==> config.mk <==
export PLATFORM = sky130hd
export DESIGN_NAME = rom_rd_return
export DESIGN_NICKNAME = d
export VERILOG_FILES = /design/src/rtl/rom_rd_return.sv
export SDC_FILE = /design/constraint.sdc
export NUM_CORES = 1
export LEC_CHECK = 0
export ABC_AREA = 1
export CAP_MARGIN = 20
export CORE_MARGIN = 2
export CORE_UTILIZATION = 38
export CTS_CLUSTER_DIAMETER = 60
export DETAILED_ROUTE_END_ITERATION = 16
export MAX_ROUTING_LAYER = met4
export PLACE_DENSITY = 0.75
export SLEW_MARGIN = 20
export SYNTH_ARGS = -nofsm -noshare
export SYNTH_HDL_FRONTEND = slang
export SYNTH_SLANG_ARGS = --single-unit
==> constraint.sdc <==
create_clock -name clk -period 1.6 [get_ports clk]
set_clock_uncertainty 0.1 [all_clocks]
set_input_delay 0.32 -clock clk [delete_from_list [all_inputs] [get_ports clk]]
set_output_delay 0.32 -clock clk [all_outputs]
set_load 0.01 [all_outputs]
==> src/rtl/rom_rd_return.sv <==
// rtl/rom_rd_return.sv - shared sprite-ROM read port for the bullet and player pixel fetchers
// Arbitrates both clients onto one registered ROM address and steers returned words by tag.
module rom_rd_return #(
  parameter int ADDR_W     = 17,
  parameter int DATA_W     = 12,
  parameter int ROM_LAT    = 2,
  parameter int MAX_STREAK = 3
) (
  input  logic              clk,
  input  logic              rst_n,
  input  logic              blt_req,
  input  logic [ADDR_W-1:0] blt_addr,
  output logic              blt_gnt,
  output logic [DATA_W-1:0] blt_data,
  output logic              blt_vld,
  input  logic              me_req,
  input  logic [ADDR_W-1:0] me_addr,
  output logic              me_gnt,
  output logic [DATA_W-1:0] me_data,
  output logic              me_vld,
  output logic [ADDR_W-1:0] rom_addr,
  input  logic [DATA_W-1:0] rom_dout,
  output logic              busy
);

  localparam int DEPTH = ROM_LAT + 1;
  localparam logic [2:0] MAX_S = 3'(MAX_STREAK);

  logic [2:0]        streak_q, streak_d;
  logic [DEPTH-1:0]  tag_vld_q, tag_vld_d;
  logic [DEPTH-1:0]  tag_src_q, tag_src_d;
  logic [ADDR_W-1:0] rom_addr_q, rom_addr_d;
  logic [DATA_W-1:0] blt_data_q, blt_data_d;
  logic [DATA_W-1:0] me_data_q, me_data_d;
  logic              blt_vld_q, blt_vld_d;
  logic              me_vld_q, me_vld_d;
  logic              me_turn;
  logic              ret_vld;
  logic              ret_src;

  always_comb begin
    // Bullet wins ties until it has used up its streak allowance against a waiting player.
    me_turn = (streak_q == MAX_S);
    blt_gnt = blt_req & ~(me_req & me_turn);
    me_gnt  = me_req & (~blt_req | me_turn);

    streak_d = streak_q;
    if (!me_req || me_gnt) begin
      streak_d = 3'd0;
    end else if (blt_gnt) begin
      streak_d = streak_q + 3'd1;
    end

    rom_addr_d = rom_addr_q;
    if (blt_gnt) begin
      rom_addr_d = blt_addr;
    end else if (me_gnt) begin
      rom_addr_d = me_addr;
    end

    // src bit: 0 = bullet, 1 = player; the last stage lines up with valid rom_dout.
    tag_vld_d = {tag_vld_q[DEPTH-2:0], blt_gnt | me_gnt};
    tag_src_d = {tag_src_q[DEPTH-2:0], me_gnt};
    ret_vld   = tag_vld_q[DEPTH-1];
    ret_src   = tag_src_q[DEPTH-1];

    blt_vld_d  = ret_vld & ~ret_src;
    me_vld_d   = ret_vld & ret_src;
    blt_data_d = blt_vld_d ? rom_dout : blt_data_q;
    me_data_d  = me_vld_d ? rom_dout : me_data_q;
  end

  always_ff @(posedge clk or negedge rst_n) begin
    if (!rst_n) begin
      streak_q   <= '0;
      tag_vld_q  <= '0;
      tag_src_q  <= '0;
      rom_addr_q <= '0;
      blt_data_q <= '0;
      me_data_q  <= '0;
      blt_vld_q  <= 1'b0;
      me_vld_q   <= 1'b0;
    end else begin
      streak_q   <= streak_d;
      tag_vld_q  <= tag_vld_d;
      tag_src_q  <= tag_src_d;
      rom_addr_q <= rom_addr_d;
      blt_data_q <= blt_data_d;
      me_data_q  <= me_data_d;
      blt_vld_q  <= blt_vld_d;
      me_vld_q   <= me_vld_d;
    end
  end

  assign rom_addr = rom_addr_q;
  assign blt_data = blt_data_q;
  assign me_data  = me_data_q;
  assign blt_vld  = blt_vld_q;
  assign me_vld   = me_vld_q;
  assign busy     = |tag_vld_q;

endmodule
==> results of run 1 <==
-- report_power, final --
group	leakage, nW	switching [W]	internal [W]
registers	0.634	0.0000648	0.00145
clock network	0.0445	0.000403	0.000352
logic	1.16	0.000316	0.000336
-- state kept, by name (all words and copies together) (netlist names) --
signal     cells
tag_src_q      3
me_data       12
blt_data      12
rom_addr      17
tag_vld_q      3
streak_q       3
me_vld         1
blt_vld        1
-- stage by stage --
stage	utilization	setup WS, ns	power [W]	instances
finish	0.603	-0.204	0.00292	443
global route	0.603	-0.266	0.00311	443
CTS	0.600	-0.198	0.00296	442
detailed placement	0.587	-0.413	0.00229	432
global placement	0.587	-0.392	0.00228	432
floorplan	-	0.00762	0.00182	265
-- final timing paths --
path / to / slack [ns] / depth (start not counted)
worst max-delay path: me_gnt / -0.20 / 7
worst min-delay path: tag_src_q[1] / 0.26 / 0
worst max register to register: rom_addr[12] / 0.04 / 9
worst min register to register: tag_src_q[1] / 0.26 / 0
max in group asynchronous: blt_data[4] / 0.74 / 3
min in group asynchronous: me_data[0] / 0.44 / 3
-- metal layers --
layer / share of wire / vias to the layer above
met5: 0 / -
met4: 0.0077 / 0
met3: 0.081 / 4
met2: 0.47 / 69
met1: 0.44 / 877
li1: - / 993
-- placed cells by master (no fill, tap or decap), drive strengths merged, types with 2 or more instances in the layout --
cell and n:
nor2 5, dfrtp 52, inv 38, o21ai 24, buf 15, clkdlybuf4s50 48, ha 2, nand2 132
dlygate4sd2 41, dlymetal6s2s 2, clkbuf 8
-- cell type report --
type,count,area share
multi-input combinational,165,0.210
sequential,52,0.390
clock inverter,1,0.00225
tap,72,0.0270
timing repair buffer,108,0.302
clock buffer,7,0.0259
inverter,38,0.0427
-- kinds of logic (layout without fill, tap and decap cells) --
logic type | after synthesis | count (layout) | synth area share
adder cells (fa/ha/maj) | 2 | 2 | 0.0114
flip-flops | 52 | 52 | 0.594
buffers and inverters | 48 | 154 | 0.0949
AND/OR/NAND/NOR | 139 | 139 | 0.245
AO/OA/AOI/OAI | 24 | 24 | 0.0549
-- timing repair --
item | in CTS | in global routing
hold buffers | 1 | 0
setup buffers | 1 | 1
resized for setup | 57 | 6
endpoints found under the setup margin | 57 | 22
endpoints found under the hold margin | 52 | 0
pin swaps | 2 | 0
==> impl_metrics.yaml, run 1 <==
yosys:
  synth_cell_type_count: 16
  syn-instance-count: 265
  synth_area_leaders: "dfrtp_1, nand2_1, inv_1, o21ai_0, o21ai_1"
  synth_warnings: 0
  ys_seq_area_frac: 0.594
  synth_most_common_cell: "nand2_1"
  yosysTopAreaCellShare: 0.594
  avgSynthCellArea_sq_um: 8.26
  syn_nets: 317
  synth_area_leader_cell: "dfrtp_1"
  syn_area_sq_um: 2190
  synth-async-reset-ratio: 1.00
  synth_edf_count: 0
  ys_dominant_reg_cell: "dfrtp_1"
  ys_seq_elements: 52
  netlist_top_cells_count: "nand2_1, dfrtp_1, inv_1"
run_status:
  status: "complete, but fails checks"
  violations: "negative setup slack"
global_route:
  gr-usage-all-layers: 0.169
  gr-total-overflow: 0
  gr-usage-met2: 0.284
  grt_pass1_wl_um: 8270
  met3_usage: 0.0486
  met1_usage: 0.200
  grt_start_max_net_pins: 53
  grt_pass1_vias: 1928
  antenna_found_initial: 0
  grt-busiest-layer: "met2"
die:
  die-width_um: 79.9
  core-area_sq_um: 5540
  fp.dieH_um: 79.9
  io_pins: 96
  start_util: 0.395
  die_area_sq_um: 6390
  row_count: 27
drt:
  ant_nets: 0
  drc: 0
  vias_per_cell: 4.39
  post_drt_wl_per_cell_um: 11.1
  drt_iter0_drc: 69
  totalWireLength_um: 4940
  via_count: 1943
  drt-pass1-iter-count: 4
finish:
  num-fill-cells: 525
  area.sequential_sq_um: 1300
  nets: 422
  fin_area_sq_um: 3340
  drive_above_1_share: 0.0863
  n_antenna_cell: 0
  area_growth_pct: 52.5
  multi_input_area_sq_um: 701
cts:
  htree_levels: 2
  cts_tree: "built"
  clock-root-buffer: "clkbuf_8"
  cts.sinks: 52
  insertion_delay_ns: 0.30
  clock_path_buffers: 2
  clkTransAtPathRegs_ns: 0.09
  cts_buffers: 5
power:
  leakage_nw: 1.84
  ir_worst_vdd_v: 0.000374
  power.density_nw_per_um2: 876
timing:
  max_freq_ghz: 0.554
  fin_ws_ns: -0.204
  hold_ws_ns: 0.256
  worstMarginPinSlew_ns: 0.270
  tns_ns: -0.346
  slew_violations: 0
  rsz0062_at_grt: "true"
  setup_violations: 2
  relSlewSlack: 0.820
  fin_crit_ns: 1.80
  finalCritPeriodShare: 1.13
  hold_violations: 0
worst_setup_path:
  cp-end-kind: "output pin"
  r2r_start: "streak_q[1]"
  worstPathMaxFanout: 2
  slowest_delay_ns: 0.40
  worst-path-buf-inv: 3
  crit_path_top_delay_cell: "dfrtp_1"
  cpLargestDelayFamily: "flip-flops"
  worstPathRequired_ns: 1.18
  crit_path_start: "streak_q[1]"
  worst_setup_path_start_kind: "flip-flop"
  cp.arrival_ns: 1.38
  worstSetupPathType: "reg -> out"
  crit_chain: "ha_2 -> ha_4 -> inv_2 -> nand2_2 -> nand2_2 -> inv_2 -> buf_6"
worst_hold_path:
  hold_path_class: "reg -> reg"
  hp-start: "tag_src_q[0]"
place:
  io_buffers: 95
  place_area_sq_um: 3250
  dpl.hpwl_um: 3640
  finalWeightedCongestion: 0.728
flow_run:
  max_cap_viol_count: 0
No activity file was read; power rests on OpenSTA's default activity.
==> run 2, diff against run 1 <==
- GPL_ROUTABILITY_DRIVEN: default -> 0
- GPL_TIMING_DRIVEN: default -> 0
==> impl_metrics.yaml, run 2 (synthesis results as in run 1) <==
die:
  die_area_sq_um: 6390
  fp.dieH_um: 79.9
  core-area_sq_um: 5540
  io_pins: 96
  start_util: 0.395
  row_count: 27
  die-width_um: 79.9
timing:
  slew_violations: 0
  finalCritPeriodShare: 1.20
  worstMarginPinSlew_ns: 0.618
  hold_violations: 0
  relSlewSlack: 0.588
  tns_ns: -0.605
  fin_crit_ns: 1.92
  hold_ws_ns: 0.258
  rsz0062_at_grt: "true"
  fin_ws_ns: -0.318
  max_freq_ghz: 0.521
  setup_violations: 4
cts:
  cts.sinks: 52
  clock-root-buffer: "clkbuf_8"
  clock_path_buffers: 2
  htree_levels: 2
  cts_buffers: 5
  insertion_delay_ns: 0.30
  cts_tree: "built"
  clkTransAtPathRegs_ns: 0.09
worst_setup_path:
  cp-end-kind: "output pin"
  worstSetupPathType: "reg -> out"
  worstPathRequired_ns: 1.18
  cp.arrival_ns: 1.50
  worstPathMaxFanout: 2
  worst_setup_path_start_kind: "flip-flop"
finish:
  largest_register_ffs: 17
  area_growth_pct: 56.0
  drive_above_1_share: 0.0984
  final_cell_mix: "nand2_1, dfrtp_1, clkdlybuf4s50_1"
  nets: 427
  final_common_cell: "nand2_1"
  instances_no_fill: 448
  n_antenna_cell: 0
global_route:
  gr-usage-all-layers: 0.179
  antenna_found_initial: 0
  grt_pass1_vias: 1915
  grt_start_max_net_pins: 53
  gr-total-overflow: 0
  grt_pass1_wl_um: 8810
flow_run:
  max_cap_viol_count: 0
worst_hold_path:
  hold_path_class: "reg -> reg"
drt:
  drc: 0
  totalWireLength_um: 5110
  drt_iter0_drc: 97
  via_count: 1941
  post_drt_wl_per_cell_um: 11.4
  drt-pass1-iter-count: 4
  ant_nets: 0
  vias_per_cell: 4.33
power:
  total_power_w: 0.00311
  power.density_nw_per_um2: 911
  ir_worst_vdd_v: 0.000382
  leakage_nw: 1.88
place:
  dpl.hpwl_um: 3730
  dp.cells: 432
  io_buffers: 95
run_status:
  violations: "negative setup slack"
  status: "complete, but fails checks"
==> run 2: per-stage QoR <==
step	util	setup WS, ns	cell area, sq um
global route	0.617	-0.379	3420
global placement	0.585	-1.35	3240
CTS	0.607	-0.292	3370
detailed placement	0.584	-0.776	3240
floorplan	-	0.00762	2200
finish	0.617	-0.318	3420
==> run 2: area by class of cell <==
type	instances	area (sq um)
Buffer	9	66.3
Clock buffer	6	82.6
Clock inverter	2	38.8
Fill cell	544	2120
Inverter	38	145
Multi-Input combinational cell	165	718
Sequential cell	52	1300
Tap cell	72	90.1
Timing Repair Buffer	104	973
==> run 2: metal layers <==
metal	GRT usage	vias up	share of wire
met1	0.225	866	0.44
met5	-	-	0
met3	0.0396	7	0.065
li1	-	1000	-
met4	0.0492	0	0.011
met2	0.293	68	0.48
==> run 2: path summary, 6_finish.rpt <==
path / from / end / slack (ns) / cells past startpoint
setup / recovery: streak_q[0] / me_gnt / -0.32 / 8
min in group asynchronous: rst_n / blt_vld / 0.48 / 2
setup reg to reg: streak_q[0] / rom_addr[14] / -0.02 / 10
max in group asynchronous: rst_n / blt_data[7] / 0.50 / 2
hold / removal: tag_src_q[1] / tag_src_q[2] / 0.26 / 0
hold reg to reg: tag_src_q[1] / tag_src_q[2] / 0.26 / 0
==> run 2: worst max-delay path, cell delays in order (launching register included) <==
cell	delay, ns
dfrtp_1	0.40
ha_2	0.20
ha_4	0.16
inv_2	0.06
nand2_2	0.06
nand2_4	0.07
buf_6	0.11
inv_4	0.03
buf_6	0.11
==> run 2: what timing repair did <==
action                     in CTS  in global routing
buffers inserted                4                  5
resized for setup              61                  9
hold buffers                    1                  0
pin swaps                       3                  6
setup endpoints to repair      54                 13
hold endpoints to repair       52                  0
==> run 2: where the power goes <==
| part | leakage, nW | total [W] | switching (W) | internal (W) |
|---|---|---|---|---|
| registers | 0.634 | 0.00152 | 0.0000659 | 0.00145 |
| logic | 1.19 | 0.000667 | 0.000324 | 0.000343 |
| clock network | 0.0614 | 0.000925 | 0.000414 | 0.000511 |
